<file path="config.mk">
export PLATFORM = sky130hd
export DESIGN_NAME = stall_flush_ctrl
export DESIGN_NICKNAME = d
export VERILOG_FILES = /design/src/rtl/stall_flush_ctrl.sv
export SDC_FILE = /design/constraint.sdc
export NUM_CORES = 1
export LEC_CHECK = 0
export ABC_AREA = 1
export BUFFER_PORTS_ARGS = -buffer_cell sky130_fd_sc_hd__buf_2
export CORE_ASPECT_RATIO = 2
export CORE_MARGIN = 2
export CORE_UTILIZATION = 49
export CTS_CLUSTER_DIAMETER = 40
export DETAILED_ROUTE_END_ITERATION = 8
export GPL_TIMING_DRIVEN = 0
export PLACE_DENSITY_LB_ADDON = 0.05
export SLEW_MARGIN = 20
export SYNTH_ARGS = -nofsm -noshare
export SYNTH_HDL_FRONTEND = slang
export SYNTH_SLANG_ARGS = --single-unit
</file>
<file path="constraint.sdc">
create_clock -name clk -period 2.2 [get_ports clk]
set_clock_uncertainty 0.05 [all_clocks]
set_input_delay 0.44 -clock clk [delete_from_list [all_inputs] [get_ports clk]]
set_output_delay 0.44 -clock clk [all_outputs]
set_load 0.005 [all_outputs]
</file>
<file path="src/rtl/stall_flush_ctrl.sv">
// -----------------------------------------------------------------------------
// stall_flush_ctrl
//
// Pipeline stall/flush controller for the 5-stage ARM core. It merges the ID
// hazard flag, the EXE taken-branch signal and the MEM-stage SRAM handshake
// into the freeze, flush and bubble controls for PC, IF/ID, ID/EXE, EXE/MEM
// and MEM/WB. It also runs a watchdog on consecutive stall cycles and keeps
// three saturating performance counters.
//
// Parameters:
//   CNT_W        width of each performance counter
//   MAX_STALL    consecutive hazard-stall cycles that trip the watchdog
//   MEM_TIMEOUT  consecutive SRAM-wait cycles that trip the watchdog
//
// Ports:
//   clk             rising-edge clock
//   rst             asynchronous active-low reset
//   hazard_detected RAW hazard flag (ID stage)
//   branch_taken    branch resolved taken (EXE stage)
//   mem_req         MEM-stage instruction reads or writes memory
//   sram_ready      SRAM access complete
//   cnt_clr         synchronous clear of the performance counters
//   freeze_pc       hold PC
//   freeze_if_id    hold IF/ID
//   flush_if_id     zero IF/ID on the next edge
//   flush_id_exe    load a bubble into ID/EXE
//   freeze_all      hold PC and all four pipeline registers
//   error           sticky watchdog flag, cleared only by reset
//   stall_cnt       hazard-stall cycles (saturating)
//   flush_cnt       branch-flush cycles (saturating)
//   mem_wait_cnt    SRAM-wait cycles, including cycles spent in ERROR
// -----------------------------------------------------------------------------
module stall_flush_ctrl #(
  parameter int CNT_W       = 16,
  parameter int MAX_STALL   = 4,
  parameter int MEM_TIMEOUT = 64
) (
  input  logic             clk,
  input  logic             rst,
  input  logic             hazard_detected,
  input  logic             branch_taken,
  input  logic             mem_req,
  input  logic             sram_ready,
  input  logic             cnt_clr,
  output logic             freeze_pc,
  output logic             freeze_if_id,
  output logic             flush_if_id,
  output logic             flush_id_exe,
  output logic             freeze_all,
  output logic             error,
  output logic [CNT_W-1:0] stall_cnt,
  output logic [CNT_W-1:0] flush_cnt,
  output logic [CNT_W-1:0] mem_wait_cnt
);

  typedef enum logic [1:0] {
    RUN       = 2'd0,
    HAZ_STALL = 2'd1,
    MEM_WAIT  = 2'd2,
    ERROR     = 2'd3
  } state_t;

  // run_len must be able to reach the larger of the two watchdog limits.
  localparam int RUN_MAX = (MAX_STALL > MEM_TIMEOUT) ? MAX_STALL : MEM_TIMEOUT;
  localparam int RUN_W   = $clog2(RUN_MAX + 1);

  localparam logic [RUN_W-1:0] HAZ_LIMIT = RUN_W'(MAX_STALL - 1);
  localparam logic [RUN_W-1:0] MEM_LIMIT = RUN_W'(MEM_TIMEOUT - 1);

  state_t           state_reg, state_next;
  logic [RUN_W-1:0] run_len_reg, run_len_next;
  logic [RUN_W-1:0] run_len_cur;

  logic mem_wait;
  logic in_error;
  logic case_mem;   // SRAM wait stall
  logic case_br;    // taken-branch flush
  logic case_haz;   // hazard stall
  logic same_cond;

  // ---------------------------------------------------------------------------
  // Priority decode. Each case excludes all higher-priority ones, so at most
  // one of case_mem / case_br / case_haz is set in any cycle.
  // ---------------------------------------------------------------------------
  always_comb begin
    mem_wait = mem_req & ~sram_ready;
    in_error = (state_reg == ERROR);
    case_mem = ~in_error & mem_wait;
    case_br  = ~in_error & ~mem_wait & branch_taken;
    case_haz = ~in_error & ~mem_wait & ~branch_taken & hazard_detected;
  end

  // ---------------------------------------------------------------------------
  // Consecutive-stall tracking. The state register already records which
  // stall condition (if any) held last cycle, so a run continues only when the
  // current condition matches it; otherwise this cycle counts as the first of
  // a new run.
  // ---------------------------------------------------------------------------
  always_comb begin
    same_cond   = (case_haz && (state_reg == HAZ_STALL)) ||
                  (case_mem && (state_reg == MEM_WAIT));
    run_len_cur = same_cond ? run_len_reg : '0;
  end

  // ---------------------------------------------------------------------------
  // Next state and next run length.
  // ---------------------------------------------------------------------------
  always_comb begin
    state_next   = RUN;
    run_len_next = '0;

    if (in_error) begin
      state_next = ERROR;
    end else if (case_mem) begin
      state_next   = (run_len_cur == MEM_LIMIT) ? ERROR : MEM_WAIT;
      run_len_next = run_len_cur + RUN_W'(1);
    end else if (case_haz) begin
      state_next   = (run_len_cur == HAZ_LIMIT) ? ERROR : HAZ_STALL;
      run_len_next = run_len_cur + RUN_W'(1);
    end

    // Nothing counts once the watchdog has fired.
    if (state_next == ERROR) begin
      run_len_next = '0;
    end
  end

  always_ff @(posedge clk or negedge rst) begin
    if (!rst) begin
      state_reg   <= RUN;
      run_len_reg <= '0;
    end else begin
      state_reg   <= state_next;
      run_len_reg <= run_len_next;
    end
  end

  // ---------------------------------------------------------------------------
  // Mealy control outputs. Gated by rst so an asynchronous reset drops every
  // control immediately, without waiting for the state register to settle.
  // ---------------------------------------------------------------------------
  always_comb begin
    freeze_pc    = 1'b0;
    freeze_if_id = 1'b0;
    flush_if_id  = 1'b0;
    flush_id_exe = 1'b0;
    freeze_all   = 1'b0;
    error        = 1'b0;

    if (rst) begin
      if (in_error) begin
        freeze_all   = 1'b1;
        freeze_pc    = 1'b1;
        freeze_if_id = 1'b1;
        error        = 1'b1;
      end else if (case_mem) begin
        // A branch arriving now is dropped on purpose: EXE is frozen, so the
        // same branch is presented again once the SRAM completes.
        freeze_all   = 1'b1;
        freeze_pc    = 1'b1;
        freeze_if_id = 1'b1;
      end else if (case_br) begin
        // ID holds a wrong-path instruction, so any hazard it raises is moot.
        flush_if_id  = 1'b1;
        flush_id_exe = 1'b1;
      end else if (case_haz) begin
        freeze_pc    = 1'b1;
        freeze_if_id = 1'b1;
        flush_id_exe = 1'b1;
      end
    end
  end

  // ---------------------------------------------------------------------------
  // Saturating performance counters: 0 = stall, 1 = flush, 2 = SRAM wait.
  // A clear takes precedence over an increment in the same cycle.
  // ---------------------------------------------------------------------------
  logic [2:0]       cnt_inc;
  logic [CNT_W-1:0] cnt_reg [3];

  always_comb begin
    cnt_inc[0] = case_haz;
    cnt_inc[1] = case_br;
    cnt_inc[2] = case_mem | in_error;
  end

  generate
    for (genvar gi = 0; gi < 3; gi++) begin : g_cnt
      always_ff @(posedge clk or negedge rst) begin
        if (!rst) begin
          cnt_reg[gi] <= '0;
        end else if (cnt_clr) begin
          cnt_reg[gi] <= '0;
        end else if (cnt_inc[gi] && (cnt_reg[gi] != '1)) begin
          cnt_reg[gi] <= cnt_reg[gi] + CNT_W'(1);
        end
      end
    end
  endgenerate

  assign stall_cnt    = cnt_reg[0];
  assign flush_cnt    = cnt_reg[1];
  assign mem_wait_cnt = cnt_reg[2];

endmodule

</file>
Word-level counts from Yosys, hierarchy flattened
Index checks and enable logic that the tools add are counted.
{"block": "word_totals", "reg_bits": 57, "latchBits": 0, "ram_bits": 0, "mem_bits_ro": 0, "out_inout_bits": 54, "elab_cells": 72, "n_memories": 0}
{"block": "classes", "add_sub_neg": 4, "mul": 0, "n_div": 0, "order_cmp": 0, "n_eq_ne": 9, "n_shift": 0, "n_mux": 34, "n_bitwise": 11, "reduce_logical": 9}
{"cell": "2-to-1 mux 16 bit", "count": 6}
{"cell": "adder 16 x 1 -> 16 bit (second input constant)", "count": 3}
{"cell": "inequality test 16 bit (second input constant)", "count": 3}
{"cell": "2-to-1 mux 7 bit", "count": 5}
{"cell": "2-to-1 mux 1 bit", "count": 19}
{"cell": "2-to-1 mux 2 bit", "count": 4}
{"cell": "adder 7 x 1 -> 7 bit (second input constant)", "count": 1}
{"cell": "== test 7 x 2 -> 1 bit (second input constant)", "count": 1}
{"cell": "== test 7 x 6 -> 1 bit (second input constant)", "count": 1}
{"cell": "bitwise AND 1 bit", "count": 6}
{"cell": "== test 2 bit (second input constant)", "count": 3}
{"cell": "nonzero test 2 bit", "count": 3}
{"cell": "logical AND 1 bit", "count": 5}
{"cell": "inverter 1 bit", "count": 4}
{"cell": "== test 2 x 1 -> 1 bit (second input constant)", "count": 1}
{"cell": "logical OR 1 bit", "count": 1}
{"cell": "bitwise OR 1 bit", "count": 1}

Depth between registers and ports, before layout
Gate-level depths: netlist of the first run.
{"block": "logic_depth", "ltp_word": 16, "mapped_depth": 17, "depth_no_buf": 17}

Worst setup path before layout of the first run
Ideal clock, no wire load.
{"block": "synth_path", "kind": "input-to-reg", "from": "input branch_taken", "to": "register run_len_reg[0]", "setup_time_ns": 0.114, "t_arrival_ns": 1.892, "path_slack_ns": 0.144, "cell_stages": 15, "n_path_buf": 0, "cell_sequence": "inv_1 nand3_1 nand2_1 inv_1 nor2_2 nand2_1 inv_1 ha_1 nand4_1 nor2_1 nand2_1 nand2_1 nand3_1 nand2_1 inv_1"}
{"block": "synth_between", "elab_chain_len": 13, "elab_cells_between_ends": 19, "cone_classes": "1 x add/sub; 3 x eq/ne; 10 x mux; 3 x bitwise; 2 x reduce/logical"}
{"element": "start, declared", "line_no": "41", "source": "input logic branch_taken,"}
{"element": "inverter 1 bit *", "line_no": "90", "source": "case_haz = ~in_error & ~mem_wait & ~branch_taken & hazard_detected;"}
{"element": "bitwise AND 1 bit * (2 in a row)", "line_no": "90"}
{"element": "parallel branches: the longest is 9 deep, another holds adder 7 x 1 -> 7 bit"}
{"element": "2-to-1 mux 7 bit *", "line_no": "123", "source": "if (state_next == ERROR) begin"}
{"element": "net run_len_next[0]", "line_no": "71", "source": "logic [RUN_W-1:0] run_len_reg, run_len_next;"}
{"element": "end signal, assigned", "line_no": "134", "source": "run_len_reg <= run_len_next;"}
{"element": "end, declared", "line_no": "71"}
Mark *: on every way through the listed nets, which the timed path passes.
A chain may end at the register's enable or synchronous reset.

Worst setup path in the final report of the first run
{"block": "layout_path", "from": "register state_reg[0]", "to": "register run_len_reg[0]"}
{"block": "layout_between", "elab_chain_len": 15, "elab_cells_between_ends": 25, "cone_classes": "1 x add/sub; 6 x eq/ne; 10 x mux; 5 x bitwise; 3 x reduce/logical"}
{"element": "start, declared", "line_no": "70", "source": "state_t state_reg, state_next;"}
{"element": "start signal, assigned", "line_no": "133", "source": "state_reg <= state_next;"}
{"element": "parallel branches: the longest is 14 deep, another holds adder 7 x 1 -> 7 bit"}
{"element": "2-to-1 mux 7 bit *", "line_no": "123"}
{"element": "net run_len_next[0]", "line_no": "71"}
Marks and branches as above.

==> metrics.md, run 1 <==
| Metric | Value |
|---|---|
| Met2 wire length | `5220 um` |
| Number of distinct library cells after synthesis | `33` |
| Port bufs | `59` |
| H-tree depth | `3` |
| Yosys warns | `0` |
| Fmax | `between 400 and 500 MHz` |
| Slew headroom | `0.596` |
| HP Class | `input pin to async pin` |
| CP startpoint kind | `register` |
| R2R depth | `12` |
| Met1 wire length | `3630 um` |
| Global route total overflow | `0` |
| Share of layout cells above drive strength 1 | `0.210` |
| Root buf cell | `clkbuf_16` |
| Clk pwr share | `0.479` |
| Placed Cells | `roughly 630` |
| P per Cell Area | `615 nW/um^2` |
| WP data arrival | `2.31 ns` |
| Initial DRC count | `214` |
| Cells after synthesis | `approximately 480` |
| Design area | `4330 sq um` |
| Status | `finished clean` |
| Via-to-Cell Ratio | `5.33` |
| Placed cell areas | `3890 sq um` |
| Gate power share | `0.108` |
| Clock Path Buffers | `2` |
| Avg Synthesized Cell Area | `7.20 sq um` |
| Worst Path Required | `2.37 ns` |
| First-pass DRT Iterations | `5` |
| Sequential area share after synthesis | `0.409` |
| Final hold slack | `0.0105 ns` |
| Ant diodes | `0` |
| Pre-CTS WS | `-0.386 ns` |
| Die ar. | `7840 sq um` |
| GPL Wtd Cong | `0.860` |
| Setup WS post-layout | `0.0595 ns` |
| Die X | `around 64 um` |
| Final hold violations | `0` |
| Top Layer Used | `met4` |
| Slew Viols, Final | `0` |
| First-pass GRT wire length | `around 15,000 um` |
| Cell area after synthesis | `roughly 3500 sq um` |
| Initial antenna violation count | `0` |
| Starting Density | `0.506` |
| CTS Hold Bufs | `0` |
| Worst r2r src | `state_reg[0]` |
| CP endpoint | `run_len_reg[0]` |
| Worst reg2reg setup slack | `about 0.06 ns` |
| Seq pwr share | `0.413` |
| Row cnt | `43` |
| Clk pin slew, worst setup/hold paths | `~0.050 ns` |
| Least-Margin Pin Slew | `0.606 ns` |
| P&R area growth vs syn | `24.3%` |
| Worst ir drop on vdd | `0.416 mV` |
| Critical Path Fanout Max | `6` |
| CTS tree | `yes` |
| CTS buffer count | `9` |
| RR Endpoint | `run_len_reg[0]` |
| HPWL Detailed | `about 6500 um` |
| Clock Latency Late Sink | `0.33 ns` |
| CP Class | `register to register` |
| Post-route DRC | `0` |
| Total global-route track usage | `0.243` |
| Vias in the first global route | `3,324` |
| Seq cells post-synth | `57` |
| Fin crit share | `0.973` |
| Min Tclk post-route | `2.14 ns` |
| Max Cap Viol | `0` |
| Final Net Count | `about 580` |
| Internal power | `2.01 mW` |
| Psw | `about 0.66 mW` |
| Setup violators final | `0` |
| Syn Nets | `slightly below 500` |
| WL met3 | `329 um` |
| Worst Setup SP | `state_reg[0]` |
| Post-route ant nets | `0` |
| Die Ht | `around 120 um` |
| Cell leakage power | `roughly 2.2 nW` |
| Avg WL per Cell | `14.4 um` |
| Sink Count | `57` |
| Sum Neg Setup Slack | `0 ns` |
| Post-Route WL | `9460 um` |
| CORE AREA | `just under 7000 sq um` |
| I/O Pins | `61` |
| Pin count of the biggest net entering global routing | `60` |
| Worst Setup End Kind | `register` |
| Sw Share | `0.246` |
| Final Instance Count excl. Fillers | `about 660` |
| Via Count | `3,507` |
## kinds of logic (layout without fill, tap and decap cells)
kind of cell | Yosys count | count (layout) | share of synthesized area
AO/OA/AOI/OAI | 61 | 61 | 0.103
AND/OR/NAND/NOR | 250 | 250 | 0.311
buffers and inverters | 88 | 172 | 0.101
XOR/XNOR | 24 | 24 | 0.0603
adder cells (fa/ha/maj) | 4 | 4 | 0.0144
flip-flops | 57 | 57 | 0.409
## critical path: stages (launching register included)
cell and delay (ns):
dfrtp_1 0.36, nand3_1 0.11, nand2_2 0.11, nand3_1 0.16, nor2_1 0.18, ha_1 0.21
nand4_1 0.16, nor2_2 0.22, nand2_2 0.11, nand2_1 0.12, nand3_4 0.11, nand2_1 0.09
inv_1 0.04
## repair_timing
action / 4_1_cts / 5_1_grt
endpoints found under the setup margin: 8 / 12
buffers inserted: 1 / 11
pin swaps: 2 / 9
gates resized for setup: 7 / 15
## worst min path at each step
| stage | startpoint | cells after the start | slack (ns) | to |
|---|---|---|---|---|
| 2_1_floorplan | rst | 0 | 0.09 | flush_cnt[0] |
| 3_3_place_gp | flush_cnt[0] | 1 | 0.45 | flush_cnt[0] |
| 3_5_place_dp | flush_cnt[0] | 1 | 0.47 | flush_cnt[0] |
| 4_1_cts | rst | 1 | 0.16 | mem_wait_cnt[10] |
| 5_1_grt | rst | 1 | 0.07 | mem_wait_cnt[11] |
| 6_report | rst | 1 | 0.01 | mem_wait_cnt[11] |
## stage by stage
| stage | utilization | power (mW) |
|---|---|---|
| floorplan | - | 1.25 |
| global placement | 0.565 | 1.35 |
| detailed placement | 0.565 | 1.36 |
| CTS | 0.609 | 2.65 |
| global route | 0.629 | 2.76 |
| finish | 0.629 | 2.66 |
## cell type report
class | instances | area [sq um]
Inverter | 77 | 289
Multi-Input combinational cell | 339 | 1770
Timing Repair Buffer | 71 | 398
Fill cell | 665 | 2560
Clock buffer | 13 | 270
Tap cell | 90 | 113
Sequential cell | 57 | 1430
Buffer | 11 | 63.8
## synthesized netlist by cell type, drive strengths merged
cell | number | area (sq um)
o31ai | 4 | 30.0
and2 | 1 | 6.26
buf | 8 | 52.6
o21a | 1 | 7.51
nand2 | 103 | 397
nand4 | 12 | 75.1
nand3 | 45 | 225
nor4 | 1 | 6.26
ha | 4 | 50.1
nor3 | 23 | 120
nand3b | 1 | 7.51
xnor2 | 1 | 8.76
clkbuf | 3 | 11.3
a31oi | 1 | 6.26
inv | 77 | 289
xor2 | 23 | 201
dfrtp | 57 | 1430
or2 | 1 | 6.26
o21ai | 39 | 229
o21bai | 1 | 7.51
nor2 | 63 | 241
a21oi | 15 | 78.8
## power by group through the flow
stage / Clock, mW / Combinational (mW) / Sequential, mW
floorplan: 0 / 0.142 / 1.11
global placement: 0 / 0.235 / 1.11
detailed placement: 0 / 0.240 / 1.12
CTS: 1.30 / 0.247 / 1.10
global route: 1.34 / 0.320 / 1.10
finish: 1.28 / 0.287 / 1.10
## routing by layer
metal	vias up	track usage
met3	22	0.0382
met2	96	0.445
met4	0	0.129
li1	1718	-
met5	-	0
met1	1671	0.265
## cell usage in the layout (no fill, tap or decap), drive strengths merged
cell	instances
a21oi	15
a31oi	1
and2	1
buf	79
clkbuf	16
dfrtp	57
ha	4
inv	77
nand2	103
nand3	45
nand3b	1
nand4	12
nor2	63
nor3	23
nor4	1
o21a	1
o21ai	39
o21bai	1
o31ai	4
or2	1
xnor2	1
xor2	23
Note: power is estimated with default switching activity, not from simulation.
==> run 2, diff against run 1 <==
--- a/config.mk
+++ b/config.mk
@@ -8,11 +8,12 @@
 export ABC_AREA = 1
 export BUFFER_PORTS_ARGS = -buffer_cell sky130_fd_sc_hd__buf_2
 export CORE_ASPECT_RATIO = 2
-export CORE_MARGIN = 2
+export CORE_MARGIN = 4
 export CORE_UTILIZATION = 49
 export CTS_CLUSTER_DIAMETER = 40
 export DETAILED_ROUTE_END_ITERATION = 8
 export GPL_TIMING_DRIVEN = 0
+export HOLD_SLACK_MARGIN = 0.05
 export PLACE_DENSITY_LB_ADDON = 0.05
 export SLEW_MARGIN = 20
 export SYNTH_ARGS = -nofsm -noshare
==> metrics.md, run 2 (synthesis gave the netlist of run 1 again) <==
| Metric | Value |
|---|---|
| Status | `finished clean (unchanged)` |
| Worst ir drop on vdd | `0.492 mV (was 0.416 mV)` |
| Sw Share | `0.248 (was 0.246)` |
| Worst Setup End Kind | `output port (was register)` |
| Seq pwr share | `0.378 (was 0.413)` |
| HP Class | `input pin to async pin (unchanged)` |
| CTS buffer count | `9 (unchanged)` |
| Ant diodes | `0 (unchanged)` |
| Min Tclk post-route | `2.13 ns (was 2.14 ns)` |
| Psw | `0.720 mW (was 0.656 mW)` |
| Slew headroom | `0.583 (was 0.596)` |
| Least-Margin Pin Slew | `0.625 ns (was 0.606 ns)` |
| Sum Neg Setup Slack | `0 ns (unchanged)` |
| Port bufs | `59 (unchanged)` |
| Avg WL per Cell | `13.7 um (was 14.4 um)` |
| Final Net Count | `571 (was 577)` |
| Clock Path Buffers | `2 (unchanged)` |
| Clock Latency Late Sink | `0.33 ns (about the same)` |
| Die ar. | `8600 sq um (was 7840 sq um)` |
| Global route total overflow | `0 (unchanged)` |
| GPL Wtd Cong | `0.857 (was 0.860)` |
| P&R area growth vs syn | `24.6% (was 24.3%)` |
| Worst reg2reg setup slack | `0.16 ns (was 0.06 ns)` |
| H-tree depth | `3 (unchanged)` |
| I/O Pins | `61 (unchanged)` |
| Setup violators final | `0 (unchanged)` |
| Clk pwr share | `0.529 (was 0.479)` |
| HPWL Detailed | `6590 um (was 6470 um)` |
| Vias in the first global route | `3,320 (was 3,324)` |
| Max Cap Viol | `0 (unchanged)` |
| Starting Density | `0.502 (was 0.506)` |
| Initial DRC count | `258 (was 214)` |
| CTS tree | `yes (unchanged)` |
| Root buf cell | `clkbuf_16 (unchanged)` |
| Die X | `67.6 um (was 63.6 um)` |
| Post-route DRC | `0 (unchanged)` |
| CP Class | `register to output port (was register to register)` |
| Final hold violations | `0 (unchanged)` |
| Worst Path Required | `1.71 ns (was 2.37 ns)` |
| WP data arrival | `1.64 ns (was 2.31 ns)` |
| Slew Viols, Final | `0 (unchanged)` |
| Critical Path Fanout Max | `5 (was 6)` |
| Via-to-Cell Ratio | `5.14 (was 5.33)` |
| Initial antenna violation count | `0 (unchanged)` |
| Post-route ant nets | `0 (unchanged)` |
| Die Ht | `127 um (was 123 um)` |
| Sink Count | `57 (unchanged)` |
| Fin crit share | `0.966 (was 0.973)` |
| Gate power share | `0.093 (was 0.108)` |
| Placed Cells | `633 (unchanged)` |
| CTS Hold Bufs | `0 (unchanged)` |
| Via Count | `3,369 (was 3,507)` |
| First-pass GRT wire length | `15,000 um (was 14,900 um)` |
| Internal power | `2.19 mW (was 2.01 mW)` |
| Pin count of the biggest net entering global routing | `60 (unchanged)` |
| Clk pin slew, worst setup/hold paths | `0.06 ns (was 0.05 ns)` |
| Total global-route track usage | `0.230 (was 0.243)` |
| Most frequent cells in the layout | `nand2_1 (96), inv_1 (72), buf_2 (61) (was nand2_1 (96), inv_1 (73), buf_2 (60))` |
| P per Cell Area | `669 nW/um^2 (was 615 nW/um^2)` |
| Fmax | `470 MHz (was 467 MHz)` |
| Cell leakage power | `2.14 nW (was 2.15 nW)` |
| Post-Route WL | `8970 um (was 9460 um)` |
| First-pass DRT Iterations | `4 (was 5)` |
| Commonest non-fill, non-tap cell in the layout | `nand2_1 (unchanged)` |
| Final Instance Count excl. Fillers | `655 (was 658)` |
| CORE AREA | `6940 sq um (was 6890 sq um)` |
| Row cnt | `43 (unchanged)` |
| Share of layout cells above drive strength 1 | `0.209 (was 0.210)` |
| CP startpoint kind | `register (unchanged)` |
==> run 2: cell types whose count changed in the layout (fill, tap and decap cells not counted), moves of 2 or more <==
cell / delta
clkinvlp_4: +3
clkbuf_8: -2
buf_4: -6
bufinv_16: +2
==> run 2: worst max-delay path: stages, from the launching register on <==
cell     delay (ns)
dfrtp_1        0.40
nand2_4        0.10
inv_4          0.08
nor2_4         0.04
nor2_2         0.14
inv_2          0.07
nor2_4         0.09
inv_2          0.06
nand2_2        0.06
inv_2          0.04
buf_4          0.11
buf_2          0.11
==> run 2: final cells by class <==
| type | instances | area (sq um) |
|---|---|---|
| Fill cell | 666 | 2600 |
| Multi-Input combinational cell | 339 | 1770 |
| Sequential cell | 57 | 1430 |
| Timing Repair Buffer | 65 | 347 |
| Inverter | 77 | 292 |
| Clock buffer | 10 | 239 |
| Tap cell | 90 | 113 |
| Clock inverter | 6 | 91.3 |
| Buffer | 11 | 63.8 |
==> run 2: final timing paths <==
path	startpoint	end	cells past startpoint
max	state_reg[0]	freeze_pc	11
max reg2reg	state_reg[0]	run_len_reg[0]	14
min reg2reg	flush_cnt[0]	flush_cnt[0]	1
min in group clk	flush_cnt[0]	flush_cnt[0]	1
max in group asynchronous	rst	stall_cnt[8]	1
min	rst	mem_wait_cnt[10]	1
==> run 2: through the flow <==
stage / instance area, sq um / power (mW) / worst slack, ns / hold slack [ns] / util
floorplan: 3480 / 1.25 / 0.144 / 0.0944 / -
finish: 4340 / 2.91 / 0.0744 / 0.0166 / 0.625
global route: 4340 / 3.01 / -0.00967 / 0.0707 / 0.625
global placement: 3890 / 1.35 / -0.407 / 0.452 / 0.561
detailed placement: 3890 / 1.35 / -0.332 / 0.462 / 0.561
CTS: 4260 / 2.90 / -0.000255 / 0.155 / 0.614
==> run 2: timing repair <==
action                     CTS  global route
setup endpoints to repair    8             9
setup buffers                2             4
pin swaps                    3             4
gates cloned                 0             0
resized for setup            8            15
==> run 2: metal layers <==
metal,up-vias,share of wire,GRT usage
li1,1709,-,-
met1,1577,0.39,0.252
met2,64,0.54,0.403
met3,19,0.040,0.0554
met4,0,0.028,0.102
met5,-,0,0
==> run 2: power groups by stage <==
stage                     sequential (mW)  clock (mW)  combinational (mW)
after floorplan                      1.11           0               0.142
after global placement               1.11           0               0.235
after detailed placement             1.11           0               0.238
after CTS                            1.10        1.56               0.250
after global routing                 1.10        1.61               0.308
final                                1.10        1.54               0.270
==> run 3, diff against run 2 <==
--- a/config.mk
+++ b/config.mk
@@ -5,9 +5,8 @@
 export SDC_FILE = /design/constraint.sdc
 export NUM_CORES = 1
 export LEC_CHECK = 0
-export ABC_AREA = 1
 export BUFFER_PORTS_ARGS = -buffer_cell sky130_fd_sc_hd__buf_2
-export CORE_ASPECT_RATIO = 2
+export CORE_ASPECT_RATIO = 0.5
 export CORE_MARGIN = 4
 export CORE_UTILIZATION = 49
 export CTS_CLUSTER_DIAMETER = 40
==> metrics.md, run 3 <==
| Metric | Value |
|---|---|
| Via-to-Cell Ratio | `5.55 (was 5.14)` |
| Total global-route track usage | `0.214 (was 0.230)` |
| Worst ir drop on vdd | `0.422 mV (was 0.492 mV)` |
| Util after Layout | `0.654 (was 0.625)` |
| Syn Nets | `344 (was 495)` |
| Starting Density | `0.516 (was 0.502)` |
| Placed cell areas | `3650 sq um (was 3890 sq um)` |
| Fmax | `429 MHz (was 470 MHz)` |
| Slew headroom | `0.634 (was 0.583)` |
| P per Cell Area | `631 nW/um^2 (was 669 nW/um^2)` |
| Number of distinct library cells after synthesis | `56 (was 33)` |
| Worst Path Required | `2.35 ns (was 1.71 ns)` |
| Post-route ant nets | `0 (unchanged)` |
| CTS buffer count | `9 (unchanged)` |
| Clock Path Buffers | `2 (unchanged)` |
| I/O Pins | `61 (unchanged)` |
| Port bufs | `60 (was 59)` |
| Final hold slack | `0.0317 ns (was 0.0166 ns)` |
| Final hold violations | `0 (unchanged)` |
| Commonest non-fill, non-tap cell in the layout | `buf_2 (was nand2_1)` |
| CTS tree | `yes (unchanged)` |
| Post-route DRC | `0 (unchanged)` |
| HPWL Detailed | `5300 um (was 6590 um)` |
| Clk pin slew, worst setup/hold paths | `0.05 ns (was 0.06 ns)` |
| Via Count | `2,816 (was 3,369)` |
| Avg WL per Cell | `15.4 um (was 13.7 um)` |
| Row cnt | `20 (was 43)` |
| CP delay by family, top | `simple AND/OR/NAND/NOR gates (was buffers and inverters)` |
| Most common flop cell mapped by yosys | `dfrtp_1 (unchanged)` |
| Setup violators final | `7 (was 0)` |
| Slew Viols, Final | `0 (unchanged)` |
| CP startpoint kind | `register (unchanged)` |
| Design area | `4040 sq um (was 4340 sq um)` |
| Seq pwr share | `0.426 (was 0.378)` |
| HP Class | `input pin to async pin (unchanged)` |
| Buffers and inverters on the worst path | `0 (was 6)` |
| Failing checks | `negative setup slack` |
| Most frequent cells in the layout | `buf_2 (61), nor2_1 (56), dfrtp_1 (55) (was nand2_1 (96), inv_1 (72), buf_2 (61))` |
| Top cells by area, synth | `dfrtp_1 (45%), xnor2_1 (8.2%), nor2_1 (6.7%) (was dfrtp_1 (41%), nand2_1 (11%), inv_1 (8.2%))` |
| Clock Latency Late Sink | `0.33 ns (about the same)` |
| CTS Hold Bufs | `0 (unchanged)` |
| Biggest area consumer among synthesized cells | `dfrtp_1 (unchanged)` |
| Vias in the first global route | `2,806 (was 3,320)` |
| Psw | `0.598 mW (was 0.720 mW)` |
| CP Class | `register to register (was register to output port)` |
| Most frequent cells after synthesis | `dfrtp_1 (57), nor2_1 (57), xnor2_1 (30), nand2_1 (16), nand3_1 (13) (was nand2_1 (101), inv_1 (76), nor2_1 (61), dfrtp_1 (57), nand3_1 (45))` |
| Root buf cell | `clkbuf_16 (unchanged)` |
| Clk pwr share | `0.504 (was 0.529)` |
| Initial DRC count | `128 (was 258)` |
| H-tree depth | `3 (unchanged)` |
| Worst Setup End Kind | `register (was output port)` |
| Sink Count | `57 (unchanged)` |
| P&R area growth vs syn | `26.7% (was 24.6%)` |
| Internal power | `1.95 mW (was 2.19 mW)` |
| Die ar. | `7940 sq um (was 8600 sq um)` |
| Share of layout cells above drive strength 1 | `0.279 (was 0.209)` |
| Setup WS post-layout | `-0.132 ns (was 0.0744 ns)` |
| Initial antenna violation count | `0 (unchanged)` |
| Fin crit share | `1.06 (was 0.966)` |
| Pin count of the biggest net entering global routing | `63 (was 60)` |
| Async S/R FF share, synth | `1.00 (unchanged)` |
| Die X | `122 um (was 67.6 um)` |
| CP max stage delay | `0.43 ns (was 0.40 ns)` |
| Status | `finished with violations (was finished clean)` |
| First-pass GRT wire length | `13,500 um (was 15,000 um)` |
| Sequential area share after synthesis | `0.447 (was 0.409)` |
| GPL Wtd Cong | `0.830 (was 0.857)` |
| Cell leakage power | `1.77 nW (was 2.14 nW)` |
| Seq cells post-synth | `57 (unchanged)` |
| WP data arrival | `2.48 ns (was 1.64 ns)` |
| Critical Path Fanout Max | `4 (was 5)` |
| CORE AREA | `6180 sq um (was 6940 sq um)` |
| EDFF count, synth | `0 (unchanged)` |
| Avg Synthesized Cell Area | `9.57 sq um (was 7.20 sq um)` |
| Worst path cell trace | `nor4bb_4, a31oi_4, nor2b_1, ha_2, nand4_1, or3_4, a211oi_4, nor3_1 (was nand2_4, inv_4, nor2_4, nor2_2, inv_2, nor2_4, inv_2, nand2_2, inv_2, buf_4, buf_2)` |
| Fillers | `542 (was 666)` |
| Die Ht | `65.0 um (was 127 um)` |
| First-pass DRT Iterations | `4 (unchanged)` |
| Final Net Count | `425 (was 571)` |
| Least-Margin Pin Slew | `0.549 ns (was 0.625 ns)` |
| Cells after synthesis | `333 (was 484)` |
| Global route total overflow | `0 (unchanged)` |
| Yosys warns | `0 (unchanged)` |
| Ant diodes | `0 (unchanged)` |
| Worst reg2reg setup slack | `-0.13 ns (was 0.16 ns)` |
| Sw Share | `0.235 (was 0.248)` |
| Post-Route WL | `7830 um (was 8970 um)` |
| Min Tclk post-route | `2.33 ns (was 2.13 ns)` |
| Yosys top cell area share | `0.447 (was 0.409)` |
| Tot Pwr | `2.55 mW (was 2.91 mW)` |
| Max Cap Viol | `0 (unchanged)` |
| CP max-delay cell | `dfrtp_2 (was dfrtp_1)` |
| Cell area after synthesis | `3190 sq um (was 3480 sq um)` |
| RSZ-0062 raised after global routing | `true` |
| Gate power share | `0.070 (was 0.093)` |
-- run 3: cell count changes after synthesis, sizes merged, moves of 11 or more --
cell and delta:
nand2 -86, inv -71, nand3 -30, xnor2 +29
o21ai -25, xor2 -14, nor3 -11
-- run 3: area by class of cell --
cell class,count,area [sq um],area share
multi-input combinational,260,1770,0.438
sequential,57,1430,0.354
timing repair buffer,70,382,0.0945
clock buffer,13,260,0.0644
tap,88,110,0.0273
buffer,10,52.6,0.0130
inverter,6,22.5,0.00557
clock inverter,3,15.0,0.00372
-- run 3: repair_timing --
| action | CTS | global route |
|---|---|---|
| cloned | 0 | 0 |
| endpoints found under the setup margin | 7 | 14 |
| pin swaps | 4 | 6 |
| gates resized for setup | 2 | 13 |
| setup buffers | 8 | 3 |
-- run 3: final timing paths --
path                                 start             end  cells after the start
max                           state_reg[0]  run_len_reg[3]                      8
max in group asynchronous              rst    state_reg[0]                      1
min reg2reg                  flush_cnt[10]   flush_cnt[10]                      2
min in group clk           hazard_detected    state_reg[0]                      3
max reg2reg                   state_reg[0]  run_len_reg[3]                      8
min                                    rst    stall_cnt[5]                      1
-- run 3: layer usage --
metal  vias up  track usage  wire [um]
li1       1350            -          -
met1      1377        0.273       3740
met2        74        0.352       3580
met3        15       0.0654        391
met4         0       0.0669        119
met5         -            0          0
-- run 3: per-stage QoR --
stage	worst slack, ns	cells	setup TNS, ns
finish	-0.132	507	-0.658
global route	-0.244	507	-1.48
CTS	-0.0677	505	-0.243
detailed placement	-0.508	481	-3.09
global placement	-0.467	481	-4.39
floorplan	-0.0782	333	-0.290
-- run 3: power by group through the flow --
stage	registers [mW]	clock network, mW	logic [mW]
6_report	1.09	1.28	0.178
5_1_grt	1.09	1.36	0.200
4_1_cts	1.08	1.30	0.171
3_5_place_dp	1.10	0	0.159
3_3_place_gp	1.10	0	0.155
2_1_floorplan	1.10	0	0.0853
-- run 3: cells by family (layout without fill, tap and decap cells) --
family / count (synthesis) / count (layout) / synth area share
DFF: 57 / 57 / 0.447
buffers and inverters: 16 / 102 / 0.0220
adders and majority gates: 4 / 4 / 0.0157
xor gates and xnor gates: 39 / 39 / 0.107
muxes: 5 / 5 / 0.0161
AOI/OAI and AO/OA: 48 / 48 / 0.104
and+or+nand+nor: 164 / 164 / 0.288
